===== src/rtl/mc6809_cen_gen.sv =====
// mc6809_cen_gen: fractional-rate clock-enable generator for an MC6809 core.
// It issues clk_en at num/den of clk and holds MRDY low while a slow device
// completes an access. Strobes that fall due while MRDY is low are saved as
// debt and issued later, so the long-run CPU rate stays at num/den.
//
// Handshake: a CPU cycle targets a slow device when mem_req is high on a cycle
// that issues a strobe in IDLE. That edge drops MRDY. The device then raises
// mem_ok, which is sampled only in WAIT. MRDY returns high one cycle after the
// WAIT state ends, and the DONE state sits between them. A timeout ends WAIT
// early and sets the sticky tout flag.
module mc6809_cen_gen #(
   parameter int CW   = 10,
   parameter int DW   = 3,
   parameter int TMAX = 255
) (
   input  logic          clk,
   input  logic          nRESET,
   input  logic [CW-1:0] num,
   input  logic [CW-1:0] den,
   input  logic          mem_req,
   input  logic          mem_ok,
   output logic          clk_en,
   output logic          MRDY,
   output logic          tout,
   output logic [1:0]    dbg_state
);

   typedef enum logic [1:0] {
      IDLE = 2'd0,
      WAIT = 2'd1,
      DONE = 2'd2
   } state_t;

   // tcnt only has to reach TMAX-1. When TMAX is 0 it wraps harmlessly.
   localparam int            TW    = (TMAX > 2) ? $clog2(TMAX) : 1;
   localparam bit            TO_EN = (TMAX != 0);
   localparam logic [TW-1:0] TLAST = TW'((TMAX == 0) ? 0 : TMAX - 1);
   localparam logic [DW-1:0] DMAX  = {DW{1'b1}};

   state_t        r_state, w_state_d;
   logic [CW-1:0] r_acc;
   logic [DW-1:0] r_debt, w_debt_d;
   logic [TW-1:0] r_tcnt, w_tcnt_d;
   logic          r_clk_en, w_clk_en_d;
   logic          r_mrdy, w_mrdy_d;
   logic          r_tout, w_tout_d;

   logic [CW:0]   w_sum;
   logic          w_raw;
   logic [CW-1:0] w_acc_d;

   // Phase accumulator. The sum is one bit wider so that num+acc cannot wrap.
   always_comb begin
      w_sum   = {1'b0, r_acc} + {1'b0, num};
      w_raw   = (w_sum >= {1'b0, den});
      w_acc_d = CW'(w_raw ? (w_sum - {1'b0, den}) : w_sum);
   end

   // Strobe, debt and wait-state next-state logic.
   always_comb begin
      w_state_d  = r_state;
      w_debt_d   = r_debt;
      w_tcnt_d   = r_tcnt;
      w_clk_en_d = 1'b0;
      w_mrdy_d   = r_mrdy;
      w_tout_d   = r_tout;
      case (r_state)
         IDLE: begin
            if (w_raw) begin
               w_clk_en_d = 1'b1;
            end else if (r_debt != '0) begin
               w_clk_en_d = 1'b1;
               w_debt_d   = r_debt - 1'b1;
            end
            if (w_clk_en_d && mem_req) begin
               w_state_d = WAIT;
               w_mrdy_d  = 1'b0;
               w_tcnt_d  = '0;
            end
         end
         WAIT: begin
            w_tcnt_d = r_tcnt + 1'b1;
            if (w_raw && (r_debt != DMAX)) w_debt_d = r_debt + 1'b1;
            if (mem_ok) begin
               w_state_d = DONE;
            end else if (TO_EN && (r_tcnt == TLAST)) begin
               w_state_d = DONE;
               w_tout_d  = 1'b1;
            end
         end
         DONE: begin
            if (w_raw && (r_debt != DMAX)) w_debt_d = r_debt + 1'b1;
            w_mrdy_d  = 1'b1;
            w_state_d = IDLE;
         end
         default: begin
            w_state_d = IDLE;
            w_mrdy_d  = 1'b1;
         end
      endcase
   end

   // State register. An asynchronous reset drops any pending access and debt.
   always_ff @(posedge clk or negedge nRESET) begin
      if (!nRESET) begin
         r_state  <= IDLE;
         r_acc    <= '0;
         r_debt   <= '0;
         r_tcnt   <= '0;
         r_clk_en <= 1'b0;
         r_mrdy   <= 1'b1;
         r_tout   <= 1'b0;
      end else begin
         r_state  <= w_state_d;
         r_acc    <= w_acc_d;
         r_debt   <= w_debt_d;
         r_tcnt   <= w_tcnt_d;
         r_clk_en <= w_clk_en_d;
         r_mrdy   <= w_mrdy_d;
         r_tout   <= w_tout_d;
      end
   end

   assign clk_en    = r_clk_en;
   assign MRDY      = r_mrdy;
   assign tout      = r_tout;
   assign dbg_state = r_state;

endmodule

===== config.mk =====
export PLATFORM = sky130hd
export DESIGN_NAME = mc6809_cen_gen
export DESIGN_NICKNAME = d
export VERILOG_FILES = /design/src/rtl/mc6809_cen_gen.sv
export SDC_FILE = /design/constraint.sdc
export NUM_CORES = 1
export LEC_CHECK = 0
export ABC_AREA = 0
export CAP_MARGIN = 10
export CORE_MARGIN = 3
export CORE_UTILIZATION = 45
export CTS_CLUSTER_SIZE = 20
export DETAILED_ROUTE_END_ITERATION = 7
export DONT_BUFFER_PORTS = 1
export PLACE_DENSITY_LB_ADDON = 0.05
export SYNTH_ARGS = -nofsm -noshare
export SYNTH_HDL_FRONTEND = slang
export SYNTH_SLANG_ARGS = --single-unit

===== constraint.sdc =====
create_clock -name clk -period 5.2 [get_ports clk]
set_clock_uncertainty 0.1 [all_clocks]
set_input_delay 1.04 -clock clk [delete_from_list [all_inputs] [get_ports clk]]
set_output_delay 1.04 -clock clk [all_outputs]
set_load 0.005 [all_outputs]

# Word-level counts from Yosys, hierarchy flattened
# Cells that the tools add are included.
dict set report op_classes {
  addsub 5
  order_cmp 1
  eq_ne 9
  n_mux 17
  bitwise_logic 2
  n_reduce_logical 12
}
# cell n
set ops {}
lappend ops {{$pmux W8 S2} 1}
lappend ops {{$add A10 B10 Y11} 1}
lappend ops {{$ge A11 B10 Y1} 1}
lappend ops {{$mux W10} 1}
lappend ops {{$sub A10 B10 Y10} 1}
lappend ops {{$mux W3} 3}
lappend ops {{$add A8 B1 Y8 const B} 1}
lappend ops {{$eq A8 B8 Y1 const B} 1}
lappend ops {{$mux W8} 1}
lappend ops {{$mux W2} 3}
lappend ops {{$ne A2 B2 Y1 const B} 3}
lappend ops {{$ne A3 B3 Y1 const B} 2}
lappend ops {{$pmux W3 S2} 1}
lappend ops {{$reduce_and A2 Y1} 3}
lappend ops {{$mux W1} 5}
lappend ops {{$pmux W2 S2} 1}
lappend ops {{$reduce_and A4 Y1} 1}
lappend ops {{$reduce_bool A2 Y1} 2}
lappend ops {{$add A3 B1 Y3 const B} 1}
lappend ops {{$reduce_and A3 Y1} 1}
lappend ops {{$reduce_bool A3 Y1} 1}
lappend ops {{$sub A3 B1 Y3 const B} 1}
lappend ops {{$eq A2 B1 Y1 const B} 1}
lappend ops {{$eq A2 B2 Y1 const B} 1}
lappend ops {{6 further kinds} 8}
dict set report word_totals {
  reg_bits 26
  input_bits 24
  output_inout_bits 5
  word_cells 53
}

# Depth between registers and ports, before layout
# Gate-level depths: netlist (run 1).
dict set report depth {
  depth_word 7
  ltp_mapped 18
  depth_no_buf 17
}

# Worst setup path after synthesis (run 1)
# No wires, ideal clock.
dict set report synth_timing {
  kind {input-to-reg}
  startpoint {input port num[0]}
  endpoint {register r_state[1], in the netlist dbg_state[1]}
  setup_ps 120
  arrival_time_ps 4017
  t_required_ps 4980
  setup_slack_ps 964
  path_stages 17
  path_buffers 0
  path_cell_list {ha_1 > inv_1 > fa_1 > nand2b_1 > a21oi_1 > o21ai_0 > nand2b_1 > a31oi_1 > xnor2_1 > ha_1 > nand4_1 > nor3_1 > a2111oi_4 > nand4_1 > o21ai_2 > nor2_1 > o22a_2}
}
dict set report synth_between {
  elab_chain_cells 7
}
# item line_no
set synth_rtl {}
lappend synth_rtl {{from (decl)} 18} ;# input logic [CW-1:0] num,
lappend synth_rtl {{$add A10 B10 Y11} 54} ;# w_sum = {1'b0, r_acc} + {1'b0, num};
lappend synth_rtl {{$ge A11 B10 Y1} 55} ;# w_raw = (w_sum >= {1'b0, den});
lappend synth_rtl {{$mux W1} 69} ;# if (w_raw) begin
lappend synth_rtl {{$mux W1} 67} ;# case (r_state)
lappend synth_rtl {{$logic_and A1 B1 Y1} 75} ;# if (w_clk_en_d && mem_req) begin
lappend synth_rtl {{$ne A2 B2 Y1 (no source line)} n/a}
lappend synth_rtl {{$reduce_and A2 Y1 (no source line)} n/a}
lappend synth_rtl {{to (signal assigned)} 114} ;# r_state <= w_state_d;
lappend synth_rtl {{to (decl)} 40} ;# state_t r_state, w_state_d;
# No other way between the ends. The select of a mux whose other input is x is not followed.
# A chain may end at the register's enable or synchronous reset.

# Final worst setup path (run 1)
# Ends and elaborated chain as after synthesis.

==> summary.md, run 1 <==
| Metric | Value |
|---|---|
| Vias in the first global route | 1,781 |
| Final Setup Violations | 0 |
| Startpoint types | primary input |
| Final Hold Viols | 0 |
| Detailed-route via count | 1,840 |
| Dpl hpwl | 3750 um |
| Cells after Synth | 263 |
| Initial Utilization | 47.2% |
| Maximum number of pins on one net before global-route repair | 27 |
| Initial antenna violation count | 0 |
| ANT cells | 0 |
| Post-CTS Resized | 0 |
| 1st-iter DRT viols | 92 |
| Status | completed |
| # Post-CTS Setup Buffers | 0 |
| Tot GR Track Use | 17.2% |
| Placed cell areas | 2350 um2 |
| WS Path Type | primary input to flop |
| Register area | 652 um2 |
| Post-synth EDFFs | 0 |
| Clock Tree Buf Depth | 2 |
| Vias per std cell | 5.58 |
| Worst EP arrival | 4.39 ns |
| Htree depth | 1 |
| CP required | 5.28 ns |
| WL/cell | 14.5 um |
| Total negative slack | 0 ns |
| Grt total ovfl | 0 |
| Period minus WS final | 4.31 ns |
| Post-route cell area | 2400 um2 |
| Ports | 29 |
| Relative slew slack | 57.0% |
| Skew-Pair Late Insertion Delay | 0.28 ns |
| Chip Height | 77.1 um |
| IO buf count | 0 |
| Core footprint | 4820 um2 |
| Post-route ant nets | 0 |
| Worst-margin pin slew | 0.640 ns |
| RSZ-0062 raised after global routing | no |
| Average size of a mapped cell | 8.65 um2 |
| Area grow syn2layout | 5.56% |
| Routed WL | 4800 um |
| Max-cap violations | 0 |
| Max frequency | 232 MHz |
| Max-slew violations | 0 |
| CTS tree | built |
| Hold_buf cts | 0 |
| Share of cells above drive strength 1 | 8.75% |
| Worst Setup End Kind | flop |
| CTS root buffer | clkbuf_8 |
| Number of core rows | 25 |
| Worst hold-check path type | primary input to async pin |
| Clock-pin slew on the worst setup and hold paths | 0.10 ns |
| Max FO, Critical Path | 8 |
| TritonRoute pass-1 iters | 4 |
| Die area | 5940 um2 |
| DRC | 0 |
| Mapped Nets | 314 |
| Synth unique cells | 49 |
| CTS sink count | 26 |
| CTS Buf Count | 3 |
| Final period utilization | 82.9% |
| GPL Wtd Cong | 0.843 |
| Multi-input combinational cell area | 1480 um2 |
| Register area share after synthesis | 28.7% |
| Synth Register Bits | 26 |
| First-pass GRT wire length | 8390 um |
| Die width | 77.1 um |
| Post-synth top flop | dfrtp_1 |
| Asr flop ratio synth | 100% |
| NumNets Final | 315 |
| Fill cells | 488 |
| Syn. warnings | 0 |
| Synthesized cell area | 2270 um2 |
## worst paths after layout
path / start / to / slack, ns / cells past startpoint
max: num[0] / dbg_state[1] / 0.89 / 17
min: nRESET / r_tcnt[3] / 0.34 / 0
max reg2reg: r_acc[1] / dbg_state[1] / 1.28 / 15
min reg2reg: tout / tout / 0.41 / 2
max in group asynchronous: nRESET / MRDY / 4.49 / 0
min in group clk: tout / tout / 0.41 / 2
## critical path: stages
cell       delay (ns)
ha_1             0.14
inv_1            0.05
fa_1             0.39
nand2b_1         0.24
a21oi_1          0.18
o21ai_0          0.10
nand2b_1         0.14
a31oi_1          0.11
xnor2_1          0.19
ha_1             0.30
nand4_1          0.10
nor3_1           0.07
a2111oi_4        0.44
nand4_1          0.26
o21ai_2          0.34
nor2_1           0.09
o22a_2           0.20
## layout by cell type, fill, tap and decap left out, drive strengths merged, types with 3 or more instances in the layout
master	instances
o211ai	6
nor2b	4
o21ai	19
xnor2	13
inv	32
dfrtp	25
nand3	8
nand4	6
xor2	5
a21oi	18
nor2	27
nor3	5
a2111oi	3
a21o	5
clkbuf	4
ha	24
nand2b	7
nand2	14
mux2	4
fa	3
## registers in the layout (all words and copies together) (netlist names)
register and flops:
dbg_state 2, r_debt 3, tout 1, clk_en 1
MRDY 1, r_acc 10, r_tcnt 8
## cells in the mapped netlist, types with 2 or more instances
master	count	area [um2]
a2111oi_4	2	55.1
a21o_1	5	37.5
a21oi_1	18	90.1
a31oi_1	2	12.5
buf_2	4	20.0
clkbuf_1	2	7.51
dfrtp_1	25	626
fa_1	3	60.1
ha_1	24	300
inv_1	32	120
mux2_2	4	45.0
nand2_1	14	52.6
nand2b_1	7	43.8
nand3_1	7	35.0
nand4_1	6	37.5
nor2_1	27	101
nor2b_1	4	25.0
nor3_1	5	25.0
nor4_1	2	12.5
o211ai_1	6	45.0
o21a_1	2	15.0
o21ai_0	16	80.1
o21bai_1	2	15.0
o311ai_0	2	17.5
or3_2	2	15.0
xnor2_1	13	114
xor2_1	5	43.8
## layout make-up
class	count	share of cell area, %
clock buffer	4	2.29
inverter	32	5.00
timing repair buffer	2	0.625
sequential	26	27.1
tap	67	3.49
multi-input combinational	199	61.4
## stage by stage
| step | setup slack, ns | hold WS [ns] | util (%) | cells |
|---|---|---|---|---|
| 2_1_floorplan | 0.964 | 0.354 | - | 263 |
| 3_3_place_gp | 0.682 | 0.381 | 48.7 | 326 |
| 3_5_place_dp | 0.574 | 0.381 | 48.7 | 326 |
| 4_1_cts | 0.886 | 0.330 | 49.8 | 330 |
| 5_1_grt | 0.547 | 0.323 | 49.8 | 330 |
| 6_report | 0.891 | 0.342 | 49.8 | 330 |
## layer usage
metal | vias up | global-route usage, % | share of wire, % | routed length (um)
met4 | 0 | 4.27 | 0.75 | 36
met2 | 45 | 25.6 | 44 | 2110
met1 | 859 | 26.0 | 51 | 2460
li1 | 932 | - | - | -
met3 | 4 | 2.46 | 4.1 | 197
met5 | - | 0 | 0 | 0
## cell families (layout without fill, tap and decap cells)
| group | count (synthesis) | count (layout) | share of synthesized area, % |
|---|---|---|---|
| and+or+nand+nor | 78 | 78 | 16.8 |
| AOI/OAI and AO/OA | 71 | 71 | 22.8 |
| buffers and inverters | 38 | 38 | 6.49 |
| adders and majority gates | 27 | 27 | 15.8 |
| DFF | 26 | 26 | 28.7 |
| xor gates and xnor gates | 18 | 18 | 6.93 |
| muxes | 5 | 5 | 2.42 |
Power of run 1 is left out: the tool's default activity adds up to more than one toggle a clock period on the data nets, which glitch-free logic cannot reach.
==> run 2, diff against run 1 <==
==> constraint.sdc (replaced) <==
create_clock -name clk -period 3.75 [get_ports clk]
set_clock_uncertainty 0.1 [all_clocks]
set_input_delay 0.75 -clock clk [delete_from_list [all_inputs] [get_ports clk]]
set_output_delay 0.75 -clock clk [all_outputs]
set_load 0.005 [all_outputs]
==> run 2 against run 1 <==
Flip-flop and latch count unchanged. Cell area up 23%. First-iteration DRC count fell by 8.7%. Routed wire length up 13%. Sequential share of layout area down 5.1 points. Hold slack got worse by 0.29 ns. Register-to-register slack worse by 1.1 ns. Highest routed layer unchanged.
==> summary.md, run 2 (synthesis results as in run 1) <==
| Metric | Value |
|---|---|
| Status | completed |
| RSZ-0062 raised after global routing | yes |
| First-pass GRT wire length | 9200 um (+9.7%) |
| WS Path Type | primary input to flop |
| Worst EP arrival | 3.65 ns (-0.74 ns) |
| Max-cap violations | 0 (unchanged) |
| Routed WL | 5410 um (+13%) |
| DRC | 0 (unchanged) |
| CTS Buf Count | 3 (unchanged) |
| CTS root buffer | clkbuf_8 |
| Number of core rows | 25 (unchanged) |
| Grt total ovfl | 0 (unchanged) |
| Startpoint types | primary input |
| Final period utilization | 95.3% |
| Crit path launch | num[0] |
| Vias per std cell | 5.31 (-4.7%) |
| Buf/Inv on CP | 3 (+2) |
| Max FO, Critical Path | 6 (-2) |
| Clock-pin slew on the worst setup and hold paths | 0.10 ns (about the same) |
| Worst hold-check path type | primary input to async pin |
| Fill cells | 447 (-8.4%) |
| Dpl ws | -0.406 ns (-0.980 ns) |
| Final Hold Viols | 0 (unchanged) |
| R2r setup slk | 0.23 ns (-1.05 ns) |
| CP delay by family, top | simple AND/OR/NAND/NOR gates |
| Period minus WS final | 3.57 ns |
| Tot GR Track Use | 18.8% (+1.6 points) |
| Worst reg2reg startpoint | r_acc[1] |
| CP required | 3.83 ns (-1.45 ns) |
| Dpl hpwl | 4170 um (+11%) |
| Max reg flops | 10 (unchanged) |
| Worst Setup End Kind | flop |
| Area grow syn2layout | 29.7% |
| NumNets Final | 363 (+15%) |
| Post-route ant nets | 0 (unchanged) |
| WL/cell | 14.3 um (-1.4%) |
| Crit-path max cell delay | 0.33 ns (-0.11 ns) |
| IO buf count | 0 (unchanged) |
| Die area | 5940 um2 (unchanged) |
| Htree depth | 1 (unchanged) |
| TritonRoute pass-1 iters | 4 (unchanged) |
| Commonest non-fill, non-tap cell in the layout | buf_4 |
| GPL Wtd Cong | 0.863 (+2.4%) |
| Core footprint | 4820 um2 (unchanged) |
| Final Setup Violations | 0 (unchanged) |
| Max frequency | 280 MHz |
| Final Core Density | 61.2% (+11 points) |
| Maximum number of pins on one net before global-route repair | 27 (unchanged) |
| Most frequent cells in the layout | buf_4 (48), inv_1 (31), nor2_1 (27), dfrtp_1 (25), ha_1 (20) |
| Relative slew slack | 61.3% (+4.3 points) |
| R2r endpoint | r_tcnt[5] |
| Vias in the first global route | 1,994 (+12%) |
| Die width | 77.1 um (unchanged) |
| Cell breakdown of the critical path | ha_4, inv_2, fa_2, nand2b_4, a21oi_4, o21ai_1, nand2b_1, a31oi_2, xnor2_2, ha_1, buf_6, a21oi_2, nand2_1, o211a_1, buf_4, nor4_2, o21ai_1, and4bb_2 |
| Worst setup margin | 0.175 ns (-0.716 ns) |
| CP Depth | 18 (+1) |
| ANT cells | 0 (unchanged) |
| Slowest cell on the critical path | fa_2 |
| Share of cells above drive strength 1 | 31.2% (+22 points) |
| Clock Tree Buf Depth | 2 (unchanged) |
| CTS tree | built |
| Cell mode on critical path | o21ai_1 |
| Initial Utilization | 47.2% (unchanged) |
| Max-slew violations | 0 (unchanged) |
| Largest register by flop count | r_acc |
| Worst r2r path cells | 18 (+3) |
| Largest regs | r_acc x10, r_tcnt x8, r_debt x3 |
| CP Capture Point | r_debt[2] |
| Ports | 29 (unchanged) |
| Detailed-route via count | 2,008 (+9.1%) |
| Chip Height | 77.1 um (unchanged) |
| CTS sink count | 26 (unchanged) |
| 1st-iter DRT viols | 84 (-8.7%) |
| Skew-Pair Late Insertion Delay | 0.28 ns (about the same) |
| Worst-margin pin slew | 0.581 ns (-0.0593 ns) |
| Initial antenna violation count | 0 (unchanged) |
[run 2: changes by cell type in the layout (fill, tap and decap cells not counted), sizes merged]
cell  previous run  this run
buf              2        50
[run 2: timing repair]
action                                  in CTS  in global routing
resized for setup                            3                 31
pin swaps                                   11                 32
buffers inserted                             7                  6
hold buffers                                 0                  0
endpoints found under the setup margin       6                 23
[run 2: layer usage]
layer	routed length, um	share of wire, %	up-vias	GRT usage, %
met5	0	0	-	0
met4	30	0.55	0	3.56
met3	172	3.2	5	3.40
met2	2320	43	39	29.2
met1	2890	53	937	27.6
li1	-	-	1027	-
[run 2: cell type report]
| cell class | instances | area, um2 | area share (%) |
|---|---|---|---|
| inverter | 32 | 120 | 4.07 |
| tap | 67 | 83.8 | 2.84 |
| multi-input combinational | 199 | 1670 | 56.5 |
| sequential | 26 | 652 | 22.1 |
| timing repair buffer | 50 | 383 | 13.0 |
| clock buffer | 4 | 45.0 | 1.53 |
[run 2: worst min-delay path by stage]
stage | slack, ns | cells after the start | start | end
2_1_floorplan | 0.35 | 0 | nRESET | clk_en
3_3_place_gp | 0.36 | 0 | nRESET | r_acc[4]
3_5_place_dp | 0.36 | 0 | nRESET | r_acc[4]
4_1_cts | 0.04 | 0 | nRESET | r_acc[1]
5_1_grt | 0.03 | 0 | nRESET | r_acc[4]
6_report | 0.05 | 0 | nRESET | r_acc[1]
[run 2: stage by stage]
| stage | cells | hold slack, ns | cell area, um2 | TNS [ns] |
|---|---|---|---|---|
| after floorplan | 263 | 0.354 | 2310 | 0 |
| after global placement | 361 | 0.355 | 2640 | -4.96 |
| after detailed placement | 361 | 0.355 | 2640 | -6.15 |
| after CTS | 372 | 0.0431 | 2750 | 0 |
| after global routing | 378 | 0.0348 | 2950 | -0.0865 |
| final | 378 | 0.0492 | 2950 | 0 |
Power of run 2 is left out for the same reason.
